--- src/rtl/multicycle_ctrl.sv ---
// Multicycle processor control FSM: fetch/decode/execute/memory/writeback
// sequencing with a sticky fault on illegal opcodes or data-memory timeout.
module multicycle_ctrl #(
    parameter int TIMEOUT = 16
) (
    input  logic        clk,
    input  logic        reset,
    input  logic        run,
    input  logic [6:0]  opcode,
    input  logic        zero,
    input  logic        dmem_ready,
    output logic        ir_write,
    output logic        pc_write,
    output logic        pc_src,
    output logic        mem_read,
    output logic        mem_write,
    output logic        reg_write,
    output logic        alu_src,
    output logic        mem_to_reg,
    output logic [1:0]  alu_op,
    output logic [2:0]  state,
    output logic        fault,
    output logic        timeout,
    output logic [31:0] retired
);

    localparam logic [2:0] S_FETCH  = 3'd0;
    localparam logic [2:0] S_DECODE = 3'd1;
    localparam logic [2:0] S_EXEC   = 3'd2;
    localparam logic [2:0] S_MEM    = 3'd3;
    localparam logic [2:0] S_WB     = 3'd4;
    localparam logic [2:0] S_FAULT  = 3'd7;

    localparam logic [2:0] C_BAD    = 3'd0;
    localparam logic [2:0] C_R      = 3'd1;
    localparam logic [2:0] C_I      = 3'd2;
    localparam logic [2:0] C_LOAD   = 3'd3;
    localparam logic [2:0] C_STORE  = 3'd4;
    localparam logic [2:0] C_BRANCH = 3'd5;

    localparam logic [8:0] WAIT_LIMIT = 9'(TIMEOUT);

    logic [2:0] state_r, state_nx;
    logic [2:0] cls_r;
    logic [7:0] wait_cnt;
    logic       timeout_r;
    logic       wait_expired;

    function automatic logic [2:0] classify(input logic [6:0] op);
        case (op)
            7'b0110011: classify = C_R;
            7'b0010011: classify = C_I;
            7'b0000011: classify = C_LOAD;
            7'b0100011: classify = C_STORE;
            7'b1100011: classify = C_BRANCH;
            default:    classify = C_BAD;
        endcase
    endfunction

    // This MEM cycle without dmem_ready would be the TIMEOUT-th one.
    assign wait_expired = ({1'b0, wait_cnt} + 9'd1) >= WAIT_LIMIT;

    always_ff @(posedge clk or posedge reset) begin
        if (reset) begin
            state_r <= S_FETCH;
        end else begin
            state_r <= state_nx;
        end
    end

    always_comb begin
        state_nx = state_r;
        case (state_r)
            S_FETCH:  state_nx = run ? S_DECODE : S_FETCH;
            S_DECODE: state_nx = (classify(opcode) == C_BAD) ? S_FAULT : S_EXEC;
            S_EXEC: begin
                case (cls_r)
                    C_R, C_I:         state_nx = S_WB;
                    C_LOAD, C_STORE:  state_nx = S_MEM;
                    C_BRANCH:         state_nx = S_FETCH;
                    default:          state_nx = S_FAULT;
                endcase
            end
            S_MEM: begin
                if (dmem_ready) begin
                    state_nx = (cls_r == C_LOAD) ? S_WB : S_FETCH;
                end else if (wait_expired) begin
                    state_nx = S_FAULT;
                end
            end
            S_WB:     state_nx = S_FETCH;
            default:  state_nx = S_FAULT;
        endcase
    end

    always_comb begin
        ir_write   = 1'b0;
        pc_write   = 1'b0;
        pc_src     = 1'b0;
        mem_read   = 1'b0;
        mem_write  = 1'b0;
        reg_write  = 1'b0;
        alu_src    = 1'b0;
        mem_to_reg = 1'b0;
        alu_op     = 2'b00;
        // Gating on reset drops every strobe the instant reset rises.
        if (!reset) begin
            case (state_r)
                S_FETCH: ir_write = run;
                S_EXEC, S_MEM: begin
                    case (cls_r)
                        C_R:      begin alu_src = 1'b0; alu_op = 2'b10; end
                        C_I:      begin alu_src = 1'b1; alu_op = 2'b10; end
                        C_BRANCH: begin alu_src = 1'b0; alu_op = 2'b01; end
                        default:  begin alu_src = 1'b1; alu_op = 2'b00; end
                    endcase
                    if (state_r == S_EXEC && cls_r == C_BRANCH) begin
                        pc_write = 1'b1;
                        pc_src   = zero;
                    end
                    if (state_r == S_MEM) begin
                        mem_read  = (cls_r == C_LOAD);
                        mem_write = (cls_r == C_STORE);
                        pc_write  = (cls_r == C_STORE) && dmem_ready;
                    end
                end
                S_WB: begin
                    reg_write  = 1'b1;
                    pc_write   = 1'b1;
                    mem_to_reg = (cls_r == C_LOAD);
                end
                default: ;
            endcase
        end
    end

    always_ff @(posedge clk or posedge reset) begin
        if (reset) begin
            cls_r     <= C_BAD;
            wait_cnt  <= 8'd0;
            timeout_r <= 1'b0;
            retired   <= 32'd0;
        end else begin
            if (state_r == S_DECODE) cls_r <= classify(opcode);
            if (state_r != S_MEM) begin
                wait_cnt <= 8'd0;
            end else if (!dmem_ready) begin
                wait_cnt <= wait_cnt + 8'd1;
            end
            if (state_r == S_MEM && !dmem_ready && wait_expired) timeout_r <= 1'b1;
            if (pc_write) retired <= retired + 32'd1;
        end
    end

    assign state   = state_r;
    assign fault   = (state_r == S_FAULT);
    assign timeout = timeout_r;

endmodule

--- config.mk ---
export PLATFORM = sky130hd
export DESIGN_NAME = multicycle_ctrl
export DESIGN_NICKNAME = d
export VERILOG_FILES = /design/src/rtl/multicycle_ctrl.sv
export SDC_FILE = /design/constraint.sdc
export NUM_CORES = 1
export LEC_CHECK = 0
export CELL_PAD_IN_SITES_DETAIL_PLACEMENT = 0
export CELL_PAD_IN_SITES_GLOBAL_PLACEMENT = 2
export CORE_ASPECT_RATIO = 2
export CORE_MARGIN = 3
export CORE_UTILIZATION = 31
export CTS_BUF_LIST = sky130_fd_sc_hd__clkbuf_4 sky130_fd_sc_hd__clkbuf_8
export DETAILED_ROUTE_END_ITERATION = 7
export PLACE_DENSITY = 0.8
export SKIP_LAST_GASP = 1
export SLEW_MARGIN = 15
export SYNTH_ARGS = -nofsm -noshare
export SYNTH_HDL_FRONTEND = slang
export SYNTH_SLANG_ARGS = --single-unit
--- constraint.sdc ---
create_clock -name clk -period 3.15 [get_ports clk]
set_input_delay 0.7875 -clock clk [delete_from_list [all_inputs] [get_ports clk]]
set_output_delay 0.7875 -clock clk [all_outputs]
set_load 0.02 [all_outputs]
== Yosys cells after proc, flatten, opt, wreduce, memory -nomap -nowiden ==
Index checks and enable logic that the tools add are counted.
Widths: inputs -> output; s select.

* Bits in registers: 47
* Input port bits: 12
* Output and inout bits: 47
* Logic and storage cells: 74

* Add/sub/neg operators: 3
* $lt $le $gt $ge: 1
* Equality and inequality tests: 18
* Mux-type cells: 36
* Reduce and logical (&&, ||, !) cells: 11

{| class="wikitable"
|+ Operator list
! operator !! count
|-
| $add 32x1->32 const B || 1
|-
| $pmux 3 s5 || 2
|-
| $mux 1 || 22
|-
| $mux 8 || 2
|-
| $mux 3 || 5
|-
| $eq 7x6->1 const B || 2
|-
| $eq 3x2->1 const B || 4
|-
| $eq 3x3->1 const B || 4
|-
| $add 8x1->9 const B || 1
|-
| $ge 9x5->1 const B || 1
|-
| $pmux 3 s3 || 1
|-
| $add 8x1->8 const B || 1
|-
| $reduce_or 2->1 || 4
|-
| $eq 7x2->1 const B || 1
|-
| $eq 7x5->1 const B || 1
|-
| $eq 7x7->1 const B || 1
|-
| $eq 3x1->1 const B || 2
|-
| $logic_not 3->1 || 2
|-
| $logic_and 1x1->1 || 4
|-
| $mux 2 || 2
|-
| $pmux 2 s2 || 1
|-
| $ne 3x2->1 const B || 1
|-
| $ne 3x3->1 const B || 1
|-
| $ne 2x1->1 const B || 1
|-
| other kinds (2) || 2
|}

== Depth between registers and ports, before layout ==
Gate-level depths: netlist of the first run.

* Depth after elaboration: 6
* Depth in mapped cells: 7
* Mapped depth without buffers: 6

== Worst setup path before layout of the first run ==
OpenSTA, ideal clock, no wires.

* Kind: input to output
* Start point: input port reset
* End point: output port ir_write
* Arrival time: 2,238 ps
* Data required time: 2,362 ps
* Slack: 124 ps
* Cell stages on the path: 2
* Path buffers: 0
* Cell sequence: inv_1 > and4_1

* Word-level cells in the longest chain between the ends: 1

{| class="wikitable"
|+ Ends and longest elaborated chain
! item !! RTL line !! source
|-
| start, declared || 7 || <nowiki>input logic reset,</nowiki>
|-
| $mux 1 || 107 || <nowiki>if (!reset) begin</nowiki>
|-
| end, declared || 12 || <nowiki>output logic ir_write,</nowiki>
|}

No other way between the ends.

== Worst setup path in the final report of the first run ==
* Start point: input port reset
* End point: output port alu_op[0]

* Word-level cells in the longest chain between the ends: 1

{| class="wikitable"
|+ Ends and longest elaborated chain
! item !! RTL line !! source
|-
| $mux 2 || 107 ||
|-
| end, declared || 20 || <nowiki>output logic [1:0] alu_op,</nowiki>
|}

No other way between the ends.

==> reports/qor.csv, run 1 <==
metric;value;unit
row_count;44;
cap_viol_max_count;0;
clk_pin_slew_worst_paths;80;ps
vias;1989;
initial_core_util;0.326;
ys_seq_area_frac;0.489;
die_w;68.3;um
crit_fanout;4;
p_seq_frac;0.436;
cts.sinks;47;
power.total;1.66;mW
yosysUniqueCellTypes;46;
grt_pass1_wl;10.4;mm
dpl-instance-area;3150;um^2
p_per_area;510;nW/um^2
clk_root_buffer_cell;clkbuf_8;
syn_inst;234;
busiest_layer;met2;
critPathLaunchType;input pin;
ys_ff_latch;47;
grt_use_met2;0.294;
numCtsBuffers;5;
fin_hold_ws;467;ps
drtIter0Drc;40;
netlist_top_cells_count;47 x dfrtp_1, 26 x nor2_1, 23 x xnor2_1;
p_comb_frac;0.300;
grt_pass1_vias;2130;
syn2layout_area_growth;35.0;%
port_buffers;58;
synth_edf_count;0;
drive_gt1_frac;0.0993;
yosysWarnings;0;
core;7380;um^2
fmax;326;MHz
irDropWorstVdd;0.442;mV
synthesis.nets;248;
h-tree-depth;2;
final.min_clock_period;3060;ps
synth_area_per_cell;10.3;um^2
use_met3;0.0299;
grt_max_degree;48;
ios;59;
fp.dieH;131;um
rsz0062_at_grt;no;
worstSkewPairLatency;310;ps
cellLeakagePower;1.46;nW
cp-end-kind;output port;
cts.hold.buffers_added;0;
p_switching;0.535;mW
worstMarginPinSlew;598;ps
final_antenna_net_count;0;
antenna_cells;0;
synth_area_leaders;dfrtp_1 49%, xnor2_1 8.4%, xor2_1 6.2%;
fin_area;3250;um^2
hpwlAfterDp;4.57;mm
overflow;0;
firstDrtPassIters;4;
clkPwrFrac;0.264;
cts_tree;yes;
slew_headroom;0.601;
maxSlewViolCount;0;
antenna_found_initial;0;
setup_viol;0;
dp_slack;-268;ps
yosysMostFrequentCell;dfrtp_1;
period_share;0.973;
syn-cell-area;2410;um^2
skew;12.8;ps
cp.required;2360;ps
grtUsageTotal;0.156;
die-area;8920;um^2
crit_arrival;2280;ps
path_class;input pin to output port;
async_flop_share;1.00;
utilization;0.440;
hold_viol;0;
yosysTopAreaCell;dfrtp_1;
synth_top_area_share;0.489;
synth_ff_type;dfrtp_1;
hold_class;flip-flop to flip-flop;
p_sw_frac;0.323;
routed_wl;6.09;mm
clockBufferDepth;2;
vias_per_cell;5.05;
setup_ws;86.4;ps
cell_internal_pwr;1.12;mW
drc_errors;0;
finalWeightedCongestion;0.760;
nNetsFinal;316;
status;finished clean;
wire_per_inst;15.5;um
grt.met1_usage;0.164;
## path summary, 6_finish.rpt
path | slack, ps | to | cells after the start | startpoint
setup / recovery | 90 | alu_op[0] | 4 | reset
hold / removal | 470 | retired[31] | 1 | retired[31]
min in group asynchronous | 1180 | wait_cnt[4] | 4 | reset
setup reg to reg | 850 | retired[21] | 6 | cls_r[1]
hold reg to reg | 470 | retired[31] | 1 | retired[31]
max in group asynchronous | 1550 | state[1] | 4 | reset
## through the flow
stage | std cells | TNS, ps
global route | 394 | 0
floorplan | 234 | 0
finish | 394 | 0
detailed placement | 387 | -664
CTS | 394 | -5.16
global placement | 387 | -658
## state kept, by name, indices dropped and copies added, names as in the netlist
register,cells
timeout,1
state,3
cls_r,3
wait_cnt,8
retired,32
## worst max-delay path, stage by stage
cell and delay [ps]:
clkdlybuf4s50_1 460, buf_4 170, nor3_1 220, clkdlybuf4s50_1 640
## cells by family (layout without fill, tap and decap cells)
kind of cell | count (synthesis) | after routing | synth area share
simple gates | 110 | 110 | 0.245
flops | 47 | 47 | 0.489
xor+xnor | 40 | 40 | 0.146
compound gates | 17 | 17 | 0.0660
buf+inv | 14 | 82 | 0.0275
mux | 4 | 4 | 0.0172
fa+ha+maj | 2 | 2 | 0.0104
## final cells by class
type / count / area, um^2
Timing Repair Buffer: 70 / 667
Tap cell: 92 / 115
Fill cell: 762 / 4130
Sequential cell: 47 / 1180
Clock inverter: 1 / 30.0
Inverter: 5 / 18.8
Multi-Input combinational cell: 173 / 1160
Clock buffer: 6 / 76.3
## power by group through the flow
stage | combinational [mW] | clock, mW | sequential (mW)
final | 0.497 | 0.437 | 0.722
after floorplan | 0.250 | 0 | 0.756
after global routing | 0.553 | 0.483 | 0.735
after CTS | 0.510 | 0.460 | 0.722
after global placement | 0.506 | 0 | 0.731
after detailed placement | 0.512 | 0 | 0.734
## cell usage in the layout (no fill, tap or decap), types with 2 or more instances in the layout
master / count
clkbuf_8: 5
dlygate4sd2_1: 3
nand2_1: 19
buf_4: 12
dfrtp_1: 46
clkdlybuf4s50_1: 52
nand2b_1: 5
inv_1: 4
nand3b_1: 2
and4_1: 5
nor4_1: 4
nor3_1: 7
nor2_1: 26
mux2i_1: 3
and3_1: 7
xor2_1: 17
xnor2_1: 23
a22o_1: 2
dlymetal6s2s_1: 2
nand4_1: 11
a21oi_1: 2
ha_1: 2
nand3_1: 14
## repair_timing
action | 4_1_cts | 5_1_grt
buffers inserted | 0 | 0
gates resized for setup | 4 | 5
endpoints found under the setup margin | 4 | 4
## routing by layer
metal	vias to the layer above	part of all wire
li1	952	-
met1	982	0.38
met2	50	0.56
met3	5	0.042
met4	0	0.018
met5	-	0
No activity file was read; power rests on OpenSTA's default activity.
==> run 2: changes to the inputs <==
CORE_UTILIZATION = 32   (was 31)
GPL_TIMING_DRIVEN = 1   (was not set)
PLACE_DENSITY = 0.82   (was 0.8)
==> reports/qor.csv, run 2 (synthesis gave the netlist of run 1 again) <==
metric;value;unit
cellLeakagePower;1.44;nW
cell_internal_pwr;1.05;mW
overflow;0;
initial_core_util;0.331;
rsz0062_at_grt;no;
critPathLaunch;reset;
top_register;retired;
p_switching;0.532;mW
p_per_area;491;nW/um^2
cp-end-kind;output port;
period_share;0.976;
fp.dieH;129;um
fmax;325;MHz
clk_root_buffer_cell;clkbuf_8;
numCtsBuffers;5;
ios;59;
power.total;1.58;mW
worstSkewPairLatency;300;ps
routed_wl;5.95;mm
core;7270;um^2
crit_arrival;2290;ps
p_comb_frac;0.306;
cap_viol_max_count;0;
h-tree-depth;2;
cts.hold.buffers_added;0;
busiest_layer;met2;
cts.sinks;47;
vias_per_cell;5.02;
setup_viol;0;
grt_pass1_vias;1984;
wire_per_inst;15.1;um
antenna_cells;0;
cp.required;2360;ps
path_class;input pin to output port;
layout_commonest_cell;clkdlybuf4s50_1;
nNetsFinal;314;
hold_class;flip-flop to flip-flop;
slew_headroom;0.585;
grt_use_met2;0.267;
fin_hold_ws;462;ps
drive_gt1_frac;0.0930;
clockBufferDepth;2;
final_cell_mix;52 x clkdlybuf4s50_1, 46 x dfrtp_1, 26 x nor2_1;
grt.met1_usage;0.164;
hpwlAfterDp;4.40;mm
final.min_clock_period;3080;ps
die_w;67.3;um
cts_tree;yes;
use_met3;0.0297;
final_antenna_net_count;0;
skew;5.40;ps
grt_pass1_wl;9.75;mm
clkPwrFrac;0.236;
p_sw_frac;0.337;
crit_fanout;6;
clk_pin_slew_worst_paths;80;ps
grt_max_degree;48;
critPathLaunchType;input pin;
antenna_found_initial;0;
worstMarginPinSlew;606;ps
irDropWorstVdd;0.219;mV
grtUsageTotal;0.147;
dp.cells;385;
row_count;44;
min_from;timeout;
status;finished clean;
p_seq_frac;0.458;
reg2reg_from;cls_r[1];
drtIter0Drc;125;
stdcell_count;393;
finalWeightedCongestion;0.736;
firstDrtPassIters;4;
syn2layout_area_growth;33.7;%
maxSlewViolCount;0;
vias;1971;
die-area;8660;um^2
hold_viol;0;
drc_errors;0;
largest_registers;retired (32), wait_cnt (8);
port_buffers;58;
largest_reg_flops;32;
[run 2: final timing paths]
| kind | to | slack, ps | cells past startpoint |
|---|---|---|---|
| min reg2reg | timeout | 460 | 1 |
| max in group asynchronous | state[1] | 1550 | 4 |
| max | alu_op[0] | 70 | 4 |
| min in group asynchronous | cls_r[2] | 1170 | 4 |
| max reg2reg | retired[28] | 880 | 6 |
| min | timeout | 460 | 1 |
[run 2: repair_timing]
item	4_1_cts	5_1_grt
setup endpoints to repair	4	4
setup buffers	0	0
resized for setup	4	6
[run 2: layout make-up]
class                           count  area (um^2)
Clock buffer                        7         83.8
Clock inverter                      1         5.00
Fill cell                         737         4050
Inverter                            5         18.8
Multi-Input combinational cell    173         1160
Sequential cell                    47         1180
Tap cell                           92          115
Timing Repair Buffer               68          653
[run 2: power by group through the flow]
stage | combinational, mW | clock (mW) | sequential [mW]
after floorplan | 0.250 | 0 | 0.756
after global placement | 0.491 | 0 | 0.733
after detailed placement | 0.493 | 0 | 0.735
after CTS | 0.494 | 0.389 | 0.724
after global routing | 0.528 | 0.413 | 0.735
final | 0.484 | 0.373 | 0.724
[run 2: stage by stage]
stage	util	area, um^2	setup WS, ps	setup TNS (ps)
after global routing	0.443	3220	17.2	0
after floorplan	-	2410	124	0
final	0.443	3220	74.4	0
after detailed placement	0.431	3130	-253	-588
after CTS	0.442	3210	9.91	0
after global placement	0.431	3130	-254	-588
[run 2: worst max-delay path, cell delays in order]
cell and delay (ps):
clkdlybuf4s50_1 440, buf_4 180, nor3_1 230, clkdlybuf4s50_1 640
[run 2: metal layers]
layer  routed length (um)  part of all wire  up-vias
met1                 2240              0.38      974
li1                     -                 -      948
met5                    0                 0        -
met2                 3350              0.56       43
met4                  107             0.018        0
met3                  253             0.043        6
